### config.mk
export PLATFORM = sky130hd
export DESIGN_NAME = dma_frame_loader
export DESIGN_NICKNAME = d
export VERILOG_FILES = /design/src/rtl/dma_frame_loader.sv
export SDC_FILE = /design/constraint.sdc
export NUM_CORES = 1
export LEC_CHECK = 0
export ABC_CLOCK_PERIOD_IN_PS = 2600
export BUFFER_PORTS_ARGS = -buffer_cell sky130_fd_sc_hd__buf_2
export CORE_MARGIN = 4
export CORE_UTILIZATION = 50
export DETAILED_ROUTE_END_ITERATION = 8
export PLACE_DENSITY = 0.84
export SYNTH_ARGS = -nofsm -noshare
export SYNTH_HDL_FRONTEND = slang
export SYNTH_SLANG_ARGS = --single-unit
export TNS_END_PERCENT = 1
### constraint.sdc
create_clock -name clk -period 2.6 [get_ports clk]
set_input_delay 0.39 -clock clk [delete_from_list [all_inputs] [get_ports clk]]
set_output_delay 0.39 -clock clk [all_outputs]
set_load 0.05 [all_outputs]
### src/rtl/dma_frame_loader.sv
// Sequences one MEM_DEPTH-beat AXI4-Stream frame into the DMA input buffer, then
// latches the buffer and holds a valid/ack handshake toward the forward datapath.
module dma_frame_loader #(
   parameter int MEM_DEPTH  = 21,
   parameter int ADDR_WIDTH = 5,
   parameter int CNT_WIDTH  = 16
) (
   input  logic                  clk,
   input  logic                  rst_n,
   input  logic                  arm,
   input  logic [63:0]           s_axis_tdata,
   input  logic                  s_axis_tvalid,
   input  logic                  s_axis_tlast,
   output logic                  s_axis_tready,
   output logic                  buf_start,
   output logic [ADDR_WIDTH-1:0] buf_addr,
   output logic [63:0]           buf_din,
   output logic                  buf_en_out,
   output logic                  frame_valid,
   input  logic                  frame_ack,
   output logic                  busy,
   output logic                  err_short,
   output logic                  err_long,
   output logic [CNT_WIDTH-1:0]  frame_count
);

   typedef enum logic [2:0] {IDLE, LOAD, DRAIN, LATCH, WAIT_OUT, HOLD} state_t;

   localparam logic [ADDR_WIDTH-1:0] LAST_IDX = ADDR_WIDTH'(MEM_DEPTH - 1);

   state_t                state, state_nxt;
   logic [ADDR_WIDTH-1:0] beat_cnt;
   logic                  accept;
   logic                  at_last;

   // Gated by rst_n so the source sees ready drop within the reset cycle itself.
   assign s_axis_tready = rst_n & ((state == LOAD) | (state == DRAIN));
   assign accept        = s_axis_tvalid & s_axis_tready;
   assign at_last       = (beat_cnt == LAST_IDX);
   assign busy          = (state != IDLE);
   assign frame_valid   = (state == HOLD);

   always_ff @(posedge clk) begin
      if (!rst_n) state <= IDLE;
      else        state <= state_nxt;
   end

   always_comb begin
      state_nxt = state;
      case (state)
         IDLE:     if (arm) state_nxt = LOAD;
         LOAD: begin
            if (accept) begin
               if (s_axis_tlast)  state_nxt = LATCH;
               else if (at_last)  state_nxt = DRAIN;
            end
         end
         DRAIN:    if (accept && s_axis_tlast) state_nxt = LATCH;
         LATCH:    state_nxt = WAIT_OUT;
         WAIT_OUT: state_nxt = HOLD;
         HOLD:     if (frame_ack) state_nxt = IDLE;
         default:  state_nxt = IDLE;
      endcase
   end

   always_ff @(posedge clk) begin
      if (!rst_n) begin
         beat_cnt    <= '0;
         buf_start   <= 1'b0;
         buf_addr    <= '0;
         buf_din     <= '0;
         buf_en_out  <= 1'b0;
         err_short   <= 1'b0;
         err_long    <= 1'b0;
         frame_count <= '0;
      end else begin
         buf_start  <= 1'b0;
         // The final write strobes during LATCH, so the latch pulse lands one cycle after it.
         buf_en_out <= (state == LATCH);
         if (state == IDLE && arm) begin
            beat_cnt <= '0;
            if (err_short && err_long) begin
               err_short <= 1'b0;
               err_long  <= 1'b0;
            end
         end
         if (state == LOAD && accept) begin
            buf_start <= 1'b1;
            buf_addr  <= beat_cnt;
            buf_din   <= s_axis_tdata;
            beat_cnt  <= beat_cnt + ADDR_WIDTH'(1);
            if (s_axis_tlast && !at_last) err_short <= 1'b1;
            if (!s_axis_tlast && at_last) err_long  <= 1'b1;
         end
         if (state == HOLD && frame_ack) frame_count <= frame_count + CNT_WIDTH'(1);
      end
   end

endmodule

==> flow_summary_export.csv, run 1 <==
group,metric,value,unit
route,vias,3515,
finish,design_area,0.00472,mm²
worst_setup_path,reg2reg_from,"state[0]",
synthesis,yosys-top-cells-area,"dfxtp_1 (53%), nand2_1 (16%), a21oi_1 (12%)",
hold_path,hp-start,"s_axis_tdata[6]",
route,post_drt_via_cell_ratio,4.96,
power,p_sw,0.000826,W
worst_setup_path,required,2.21,ns
sta,clock.fmax,0.491,GHz
finish,fin_util,0.654,
clock_tree,cts_setup_buffers,0,
global_routing,grt_remaining_overflow,0,
power,swShare,0.280,
clock_tree,clk_pin_slew_worst_paths,0.09,ns
synthesis,ys_ff_latch,97,
placement,place_area,0.00452,mm²
clock_tree,ctsHoldBuffers,0,
clock_tree,cts.sinks,97,
floorplanning,die_x,93.8,µm
synthesis,synth-edff-count,0,
route,wirelength,8.93,mm
power,ir_drop,0.345,mV
synthesis,yosys.cell_count.top_type,"nand2_1",
worst_setup_path,worstSetupPathType,"reg -> out",
global_routing,first_global_vias,3403,
sta,finalCritPeriodShare,0.784,
placement,globalplace.congestion,0.826,
power,combPwrFrac,0.147,
clock_tree,cts_tree,"built",
worst_setup_path,startpoint_type,"flip-flop",
run_status,status,"finished clean",
sta,finClkSkew,0.0107,ns
worst_setup_path,crit_fanout,14,
placement,hpwlAfterDp,6.41,mm
floorplanning,ios,162,
synthesis,synth-compound-area-share,0.153,
synthesis,synth_top_family_by_area,"simple AND/OR/NAND/NOR gates",
worst_setup_path,crit_path_cell_trace,"xnor2_1 > nor3_1 > buf_2",
synthesis,synth_xor_area_frac,0.0214,
route,antenna_left,0,
worst_setup_path,reg2reg_depth,4,
finish,area_delta_synth_final,28.3,%
synthesis,synth_warnings,0,
finish,fin_nets,678,
power,pwr-share-seq,0.531,
synthesis,synth_simple_gate_area_frac,0.244,
finish,num_antenna_cells,0,
sta,hold_ws,0.269,ns
floorplanning,dieArea,0.00879,mm²
worst_setup_path,reg2reg_to,"frame_count[15]",
sta,tns,0,ns
synthesis,synthCells,460,
hold_path,holdPathStages,3,
global_routing,grt_pass1_wl,14.5,mm
synthesis,ys_async_sr_fraction,0,
route,wire_per_inst,12.6,µm
placement,io_buffer_count,161,
power,power.internal,0.00212,W
sta,finalSetupViolations,0,
hold_path,holdPathEnd,"buf_din[6]",
synthesis,synth_top_cell_area_share,0.528,
sta,slew_viol_final,0,
synthesis,synth_adder_area_share,0.0102,
hold_path,worst_hold_path_type,"in -> reg",
global_routing,antenna_found_initial,0,
sta,fin_crit,2.04,ns
sta,hold_violations,0,
clock_tree,cts.htree.levels,3,
synthesis,syn_avg_cell_area,7.99,µm²
worst_setup_path,reg2reg_slack,0.64,ns
synthesis,syn_nets,533,
global_routing,grt_max_degree,92,
worst_setup_path,cpMaxStageDelayCell,"dfxtp_1",
power,p_clk_frac,0.322,
global_routing,grt_usage,0.203,
clock_tree,root_buffer,"clkbuf_8",
job,max-cap-violations,0,
finish,drive_gt1_frac,0.297,
clock_tree,post_cts_resized,0,
synthesis,syn_area,0.00368,mm²
clock_tree,cts_inserted_buffers,9,
sta,worst_slew_pin_slew,0.919,ns
floorplanning,num_rows,31,
worst_setup_path,end_kind,"output pin",
power,p_per_area,625,mW/mm²
placement,pre_cts_slack,0.673,ns
clock_tree,clk_latency,0.35,ns
synthesis,synthTopCellsByCount,"nand2_1 (152), dfxtp_1 (97), a21oi_1 (85), clkbuf_1 (22), nor2_1 (15)",
floorplanning,dieHeight,93.8,µm
synthesis,synth_mux_area_frac,0.00272,
floorplanning,initial_core_util,0.510,
synthesis,seq_area_frac_synth,0.528,
power,leakage,2.05,nW
worst_setup_path,cp.arrival,1.65,ns
sta,finalWorstSetupSlack,0.562,ns
sta,relSlewSlack,0.388,
sta,rsz0062_at_grt,"false",
route,dr.pass1.iters,4,
synthesis,synth_cell_types,38,
route,drc,0,
worst_setup_path,crit_path_max_incr_delay,0.58,ns
clock_tree,clockBufferDepth,2,
synthesis,yosys.area.top_type,"dfxtp_1",
synthesis,synth_ff_type,"dfxtp_1",
floorplanning,coreArea,0.00721,mm²
route,first_iter_violations,164,
## critical path: cells and delay by family (launching register included)
kind	cells	cell delay (ns)
xor+xnor	1	0.13
buf+inv	1	0.33
flops	1	0.58
simple gates	1	0.26
## logic make-up after synthesis
| family | after synthesis |
|---|---|
| DFF | 97 |
| buffers and inverters | 37 |
| xor gates and xnor gates | 9 |
| AOI/OAI and AO/OA | 104 |
| muxes | 1 |
| and+or+nand+nor | 209 |
| adders and majority gates | 3 |
## state kept, by name, summed over array words and instances, names as in the netlist
register	count
buf_en_out	1
err_long	1
err_short	1
state	3
frame_count	16
beat_cnt	5
buf_addr	5
buf_start	1
buf_din	64
## layer usage
layer	track usage	vias up	part of all wire	routed length (µm)
met5	0	-	0	0
met3	0.0561	21	0.071	634
met1	0.230	1558	0.41	3640
met2	0.344	116	0.49	4410
li1	-	1820	-	-
met4	0.107	0	0.028	246
## how the worst max path moves through the flow
stage,end,slack [ns],depth (start not counted),from
final,s_axis_tready,0.56,3,state[1]
after global routing,s_axis_tready,0.39,3,state[1]
after CTS,s_axis_tready,0.54,3,state[1]
after detailed placement,frame_count[15],0.67,4,state[0]
after global placement,frame_count[15],0.76,4,state[0]
after floorplan,state[0],0.27,5,rst_n
## cell type report
cell class              instances  area, µm²
well taps                      99        124
inverters                       6       22.5
repair buffers                165        848
clock buffers                  11        141
fillers                       618       2500
flip-flops and latches         97       1940
clock inverters                 4       53.8
multi-input cells             326       1590
## placed cells by master, fill, tap and decap left out, types with 5 or more instances in the layout
cell type,count
nand2_1,152
nand4_1,5
or3_1,5
nand3_1,8
xor2_1,5
a21oi_1,85
nor2_1,15
dfxtp_1,97
buf_2,161
clkbuf_8,10
o21ai_0,7
## power by group through the flow
| stage | clock network (W) | registers (W) | logic (W) |
|---|---|---|---|
| 2_1_floorplan | 0 | 0.00173 | 0.000173 |
| 3_3_place_gp | 0 | 0.00160 | 0.000428 |
| 3_5_place_dp | 0 | 0.00160 | 0.000436 |
| 4_1_cts | 0.000977 | 0.00157 | 0.000437 |
| 5_1_grt | 0.00105 | 0.00157 | 0.000471 |
| 6_report | 0.000950 | 0.00157 | 0.000433 |
## stage by stage
step           power (W)  cells
2_1_floorplan    0.00190    460
3_5_place_dp     0.00204    693
6_report         0.00295    708
3_3_place_gp     0.00202    693
4_1_cts          0.00298    708
5_1_grt          0.00309    708
Power figures use the tool's default switching activity.
==> run 2, diff against run 1 <==
ABC_CLOCK_PERIOD_IN_PS = 2100   (was 2600)
CORE_UTILIZATION = 47   (was 50)
PLACE_DENSITY = 0.8   (was 0.84)
clock period = 2.1 ns   (was 2.6 ns; I/O delays follow)
==> run 2 against run 1 <==
Net effect: worst setup slack worse by 0.38 ns; clock power up 29%; wire length increased by 1.4%; cell count grew 0.56%; hold slack worse by 0.076 ns; non-clock buffer count grew 3; design area increased by 1.3%; critical path type unchanged.
==> flow_summary_export.csv, run 2 (synthesis gave the netlist of run 1 again) <==
group,metric,value,unit
clock_tree,root_buffer,"clkbuf_8",
placement,globalplace.congestion,0.757,
route,drc,0,
route,first_iter_violations,113,
finish,area_delta_synth_final,30.0,%
clock_tree,cts_setup_buffers,0,
power,power,0.00372,W
sta,rsz0062_at_grt,"false",
sta,hold_violations,0,
route,dr.pass1.iters,4,
clock_tree,cts_tree,"built",
global_routing,antenna_found_initial,0,
global_routing,first_global_vias,3271,
worst_setup_path,required,1.78,ns
finish,multi_input_area,0.00159,mm²
clock_tree,cts.htree.levels,3,
global_routing,grt_pass1_wl,14.5,mm
worst_setup_path,cp.arrival,1.60,ns
power,p_per_area,778,mW/mm²
clock_tree,post_cts_resized,0,
finish,register_area,0.00194,mm²
floorplanning,dieArea,0.00930,mm²
sta,slew_viol_final,0,
finish,final.fill_count,674,
sta,finClkSkew,0.0122,ns
global_routing,grt_usage,0.194,
floorplanning,ios,162,
worst_setup_path,cpMaxStageDelayCell,"dfxtp_1",
sta,worst_slew_pin_slew,0.546,ns
finish,drive_gt1_frac,0.303,
clock_tree,ctsHoldBuffers,0,
route,antenna_left,0,
hold_path,worst_hold_path_type,"in -> reg",
power,leakage,2.08,nW
hold_path,holdPathStages,3,
clock_tree,cts.sinks,97,
clock_tree,cts_inserted_buffers,9,
sta,relSlewSlack,0.631,
worst_setup_path,crit_path_cell_trace,"xnor2_1 > nor3_2 > buf_2",
placement,io_buffer_count,161,
global_routing,grt_remaining_overflow,0,
sta,tns,0,ns
clock_tree,clockBufferDepth,2,
finish,reg.largest.list,"buf_din (64), frame_count (16)",
floorplanning,dieHeight,96.5,µm
worst_setup_path,crit_fanout,14,
sta,fin_crit,1.92,ns
floorplanning,initial_core_util,0.496,
worst_setup_path,reg2reg_slack,0.27,ns
sta,finalCritPeriodShare,0.914,
floorplanning,coreArea,0.00741,mm²
worst_setup_path,reg2reg_depth,4,
placement,hpwlAfterDp,6.52,mm
finish,final_common_cell,"buf_2",
worst_setup_path,startpoint_type,"flip-flop",
worst_setup_path,reg2reg_to,"frame_count[15]",
sta,clock.fmax,0.521,GHz
floorplanning,num_rows,31,
clock_tree,clk_latency,0.34,ns
job,max-cap-violations,0,
finish,most-common-layout-cells,"buf_2 (161), nand2_1 (152), dfxtp_1 (97), a21oi_1 (85), nor2_1 (15)",
floorplanning,die_x,96.5,µm
placement,place_area,0.00457,mm²
finish,largest-register,"buf_din",
sta,finalSetupViolations,0,
hold_path,hp-start,"s_axis_tdata[30]",
finish,design_area,0.00478,mm²
route,vias,3512,
worst_setup_path,reg2reg_from,"state[2]",
route,wire_per_inst,12.7,µm
global_routing,grt_max_degree,92,
finish,num_antenna_cells,0,
worst_setup_path,worstSetupPathType,"reg -> out",
worst_setup_path,end_kind,"output pin",
route,wirelength,9.05,mm
power,ir_drop,0.494,mV
finish,fin_util,0.645,
clock_tree,clk_pin_slew_worst_paths,0.10,ns
hold_path,holdPathEnd,"buf_din[30]",
finish,fin_nets,681,
finish,largest_reg_flops,64,
worst_setup_path,crit_path_max_incr_delay,0.58,ns
route,post_drt_via_cell_ratio,4.93,
run_status,status,"finished clean",
==> run 2: how the worst max path moves through the flow <==
stage                        start              end  cells after the start
floorplan           frame_count[0]  frame_count[14]                      5
global placement          state[2]  frame_count[15]                      4
detailed placement        state[2]  frame_count[15]                      4
CTS                       state[1]    s_axis_tready                      3
global route              state[1]    s_axis_tready                      3
finish                    state[1]    s_axis_tready                      3
==> run 2: area by class of cell <==
type                       instances  area share
timing repair buffer             168       0.187
clock inverter                     5      0.0134
multi-input combinational        326       0.333
clock buffer                      11      0.0296
tap                               99      0.0259
inverter                           6     0.00471
sequential                        97       0.406
==> run 2: power breakdown <==
part / internal (W) / total (W) / leakage (nW) / switching [W]
combinational: 0.000165 / 0.000562 / 1.20 / 0.000397
sequential: 0.00190 / 0.00193 / 0.784 / 0.0000329
clock: 0.000593 / 0.00123 / 0.100 / 0.000636
total: 0.00265 / 0.00372 / 2.08 / 0.00107
==> run 2: routing by layer <==
layer / global-route usage / vias up / wire length, µm
met2: 0.335 / 106 / 4390
met1: 0.233 / 1567 / 3840
met4: 0.0678 / 0 / 147
met3: 0.0511 / 12 / 681
met5: 0 / - / 0
li1: - / 1827 / -
==> run 2: per-stage QoR <==
stage | worst slack (ns) | hold WS [ns] | instances
floorplan | 0.158 | 0.451 | 460
global placement | 0.355 | 0.439 | 696
detailed placement | 0.326 | 0.443 | 696
CTS | 0.155 | 0.180 | 712
global route | 0.0392 | 0.185 | 712
finish | 0.182 | 0.193 | 712
==> run 2: critical path: cells and delay by family (launching register included) <==
kind / cells / cell delay, ns
flops: 1 / 0.58
buf+inv: 1 / 0.32
simple gates: 1 / 0.22
xor+xnor: 1 / 0.15
==> run 3, diff against run 2 <==
CORE_MARGIN = 1   (was 4)
==> run 3 against run 2 <==
Net effect: hold slack worse by 0.0047 ns; power is 2.7% higher; utilization is 0.15 points higher; clock skew hardly changed; sequential power hardly changed; via count is 2.6% higher; first-iteration DRC count is 42% higher; register-to-register slack worse by 0.02 ns; critical path depth stayed put.
==> flow_summary_export.csv, run 3 (synthesis gave the netlist of run 1 again) <==
group,metric,value,unit
placement,io_buffer_count,161,
sta,slew_viol_final,0,
floorplanning,coreArea,0.00741,mm²
clock_tree,root_buffer,"clkbuf_8",
clock_tree,cts_setup_buffers,0,
placement,pre_cts_slack,0.284,ns
route,first_iter_violations,160,
finish,stdcell_count,712,
global_routing,grt_max_degree,71,
route,antenna_left,0,
floorplanning,dieHeight,90.5,µm
route,dr.pass1.iters,4,
finish,fin_nets,681,
sta,hold_violations,0,
clock_tree,ctsHoldBuffers,0,
finish,drive_gt1_frac,0.305,
global_routing,grt_usage,0.209,
clock_tree,clk_latency,0.35,ns
sta,relSlewSlack,0.528,
route,drc,0,
sta,finalWorstSetupSlack,0.240,ns
clock_tree,cts.sinks,97,
power,leakage,2.09,nW
route,vias,3602,
sta,tns,0,ns
finish,final_common_cell,"buf_2",
worst_setup_path,required,1.78,ns
sta,worst_slew_pin_slew,0.708,ns
sta,finalCritPeriodShare,0.886,
clock_tree,cts_tree,"built",
route,post_drt_via_cell_ratio,5.06,
sta,hold_ws,0.188,ns
placement,hpwlAfterDp,6.13,mm
worst_setup_path,end_kind,"output pin",
finish,final.fill_count,687,
global_routing,grt_remaining_overflow,0,
sta,rsz0062_at_grt,"false",
worst_setup_path,startpoint_type,"flip-flop",
sta,clock.fmax,0.538,GHz
floorplanning,ios,162,
worst_setup_path,worstSetupPathType,"reg -> out",
finish,reg.largest.list,"buf_din (64), frame_count (16)",
power,p_per_area,797,mW/mm²
global_routing,first_global_vias,3320,
finish,largest_reg_flops,64,
clock_tree,cts.htree.levels,3,
finish,register_area,0.00194,mm²
floorplanning,initial_core_util,0.496,
finish,most-common-layout-cells,"buf_2 (161), nand2_1 (152), dfxtp_1 (97), a21oi_1 (85), nor2_1 (15)",
run_status,status,"finished clean",
finish,largest-register,"buf_din",
worst_setup_path,crit_fanout,14,
route,wire_per_inst,12.1,µm
power,ir_drop,0.398,mV
global_routing,grt_pass1_wl,14.1,mm
placement,globalplace.congestion,0.796,
sta,finalSetupViolations,0,
sta,finClkSkew,0.0118,ns
finish,multi_input_area,0.00159,mm²
finish,num_antenna_cells,0,
sta,fin_crit,1.86,ns
route,wirelength,8.60,mm
floorplanning,dieArea,0.00818,mm²
global_routing,antenna_found_initial,0,
clock_tree,post_cts_resized,0,
clock_tree,cts_inserted_buffers,9,
placement,dp.cells,696,
clock_tree,clk_pin_slew_worst_paths,0.10,ns
finish,area_delta_synth_final,30.3,%
floorplanning,num_rows,31,
clock_tree,clockBufferDepth,2,
hold_path,worst_hold_path_type,"in -> reg",
job,max-cap-violations,0,
worst_setup_path,cp.arrival,1.55,ns
floorplanning,die_x,90.5,µm
## run 3: changes by cell type in the layout (fill, tap and decap cells not counted), sizes merged
cell,previous run,this run
bufinv,1,2
clkbuf,11,10
clkinv,2,1
clkinvlp,1,3
inv,7,6
## run 3: path summary, 6_finish.rpt
| kind | start | to | slack [ns] | cells after the start |
|---|---|---|---|---|
| max | state[1] | s_axis_tready | 0.24 | 3 |
| min | s_axis_tdata[51] | buf_din[51] | 0.19 | 3 |
| min reg2reg | buf_din[42] | buf_din[42] | 0.46 | 2 |
| max reg2reg | state[1] | frame_count[13] | 0.25 | 4 |
## run 3: layer usage
metal	global-route usage	part of all wire	up-vias
met1	0.234	0.43	1651
met4	0.0645	0.016	0
met3	0.0589	0.065	13
li1	-	-	1829
met5	0	0	-
met2	0.381	0.49	109
## run 3: report_power, final
part / switching, W / total [W] / internal, W / leakage [nW]
logic: 0.000397 / 0.000559 / 0.000162 / 1.20
registers: 0.0000324 / 0.00193 / 0.00190 / 0.784
clock network: 0.000626 / 0.00133 / 0.000705 / 0.105
total: 0.00106 / 0.00382 / 0.00276 / 2.09
## run 3: layout make-up
class | instances | area share
multi-input combinational | 326 | 0.332
inverter | 6 | 0.00470
tap | 99 | 0.0259
timing repair buffer | 168 | 0.184
sequential | 97 | 0.405
clock inverter | 6 | 0.0191
clock buffer | 10 | 0.0287
## run 3: through the flow
stage / total power, W / utilization / instance area (µm²)
5_1_grt: 0.00398 / 0.647 / 4790
3_3_place_gp: 0.00252 / 0.616 / 4560
4_1_cts: 0.00386 / 0.647 / 4790
2_1_floorplan: 0.00236 / - / 3680
6_report: 0.00382 / 0.647 / 4790
3_5_place_dp: 0.00253 / 0.616 / 4560
## run 3: worst max-delay path: stages (launching register included)
cell,delay [ns]
dfxtp_1,0.58
xnor2_1,0.15
nor3_2,0.17
buf_2,0.30
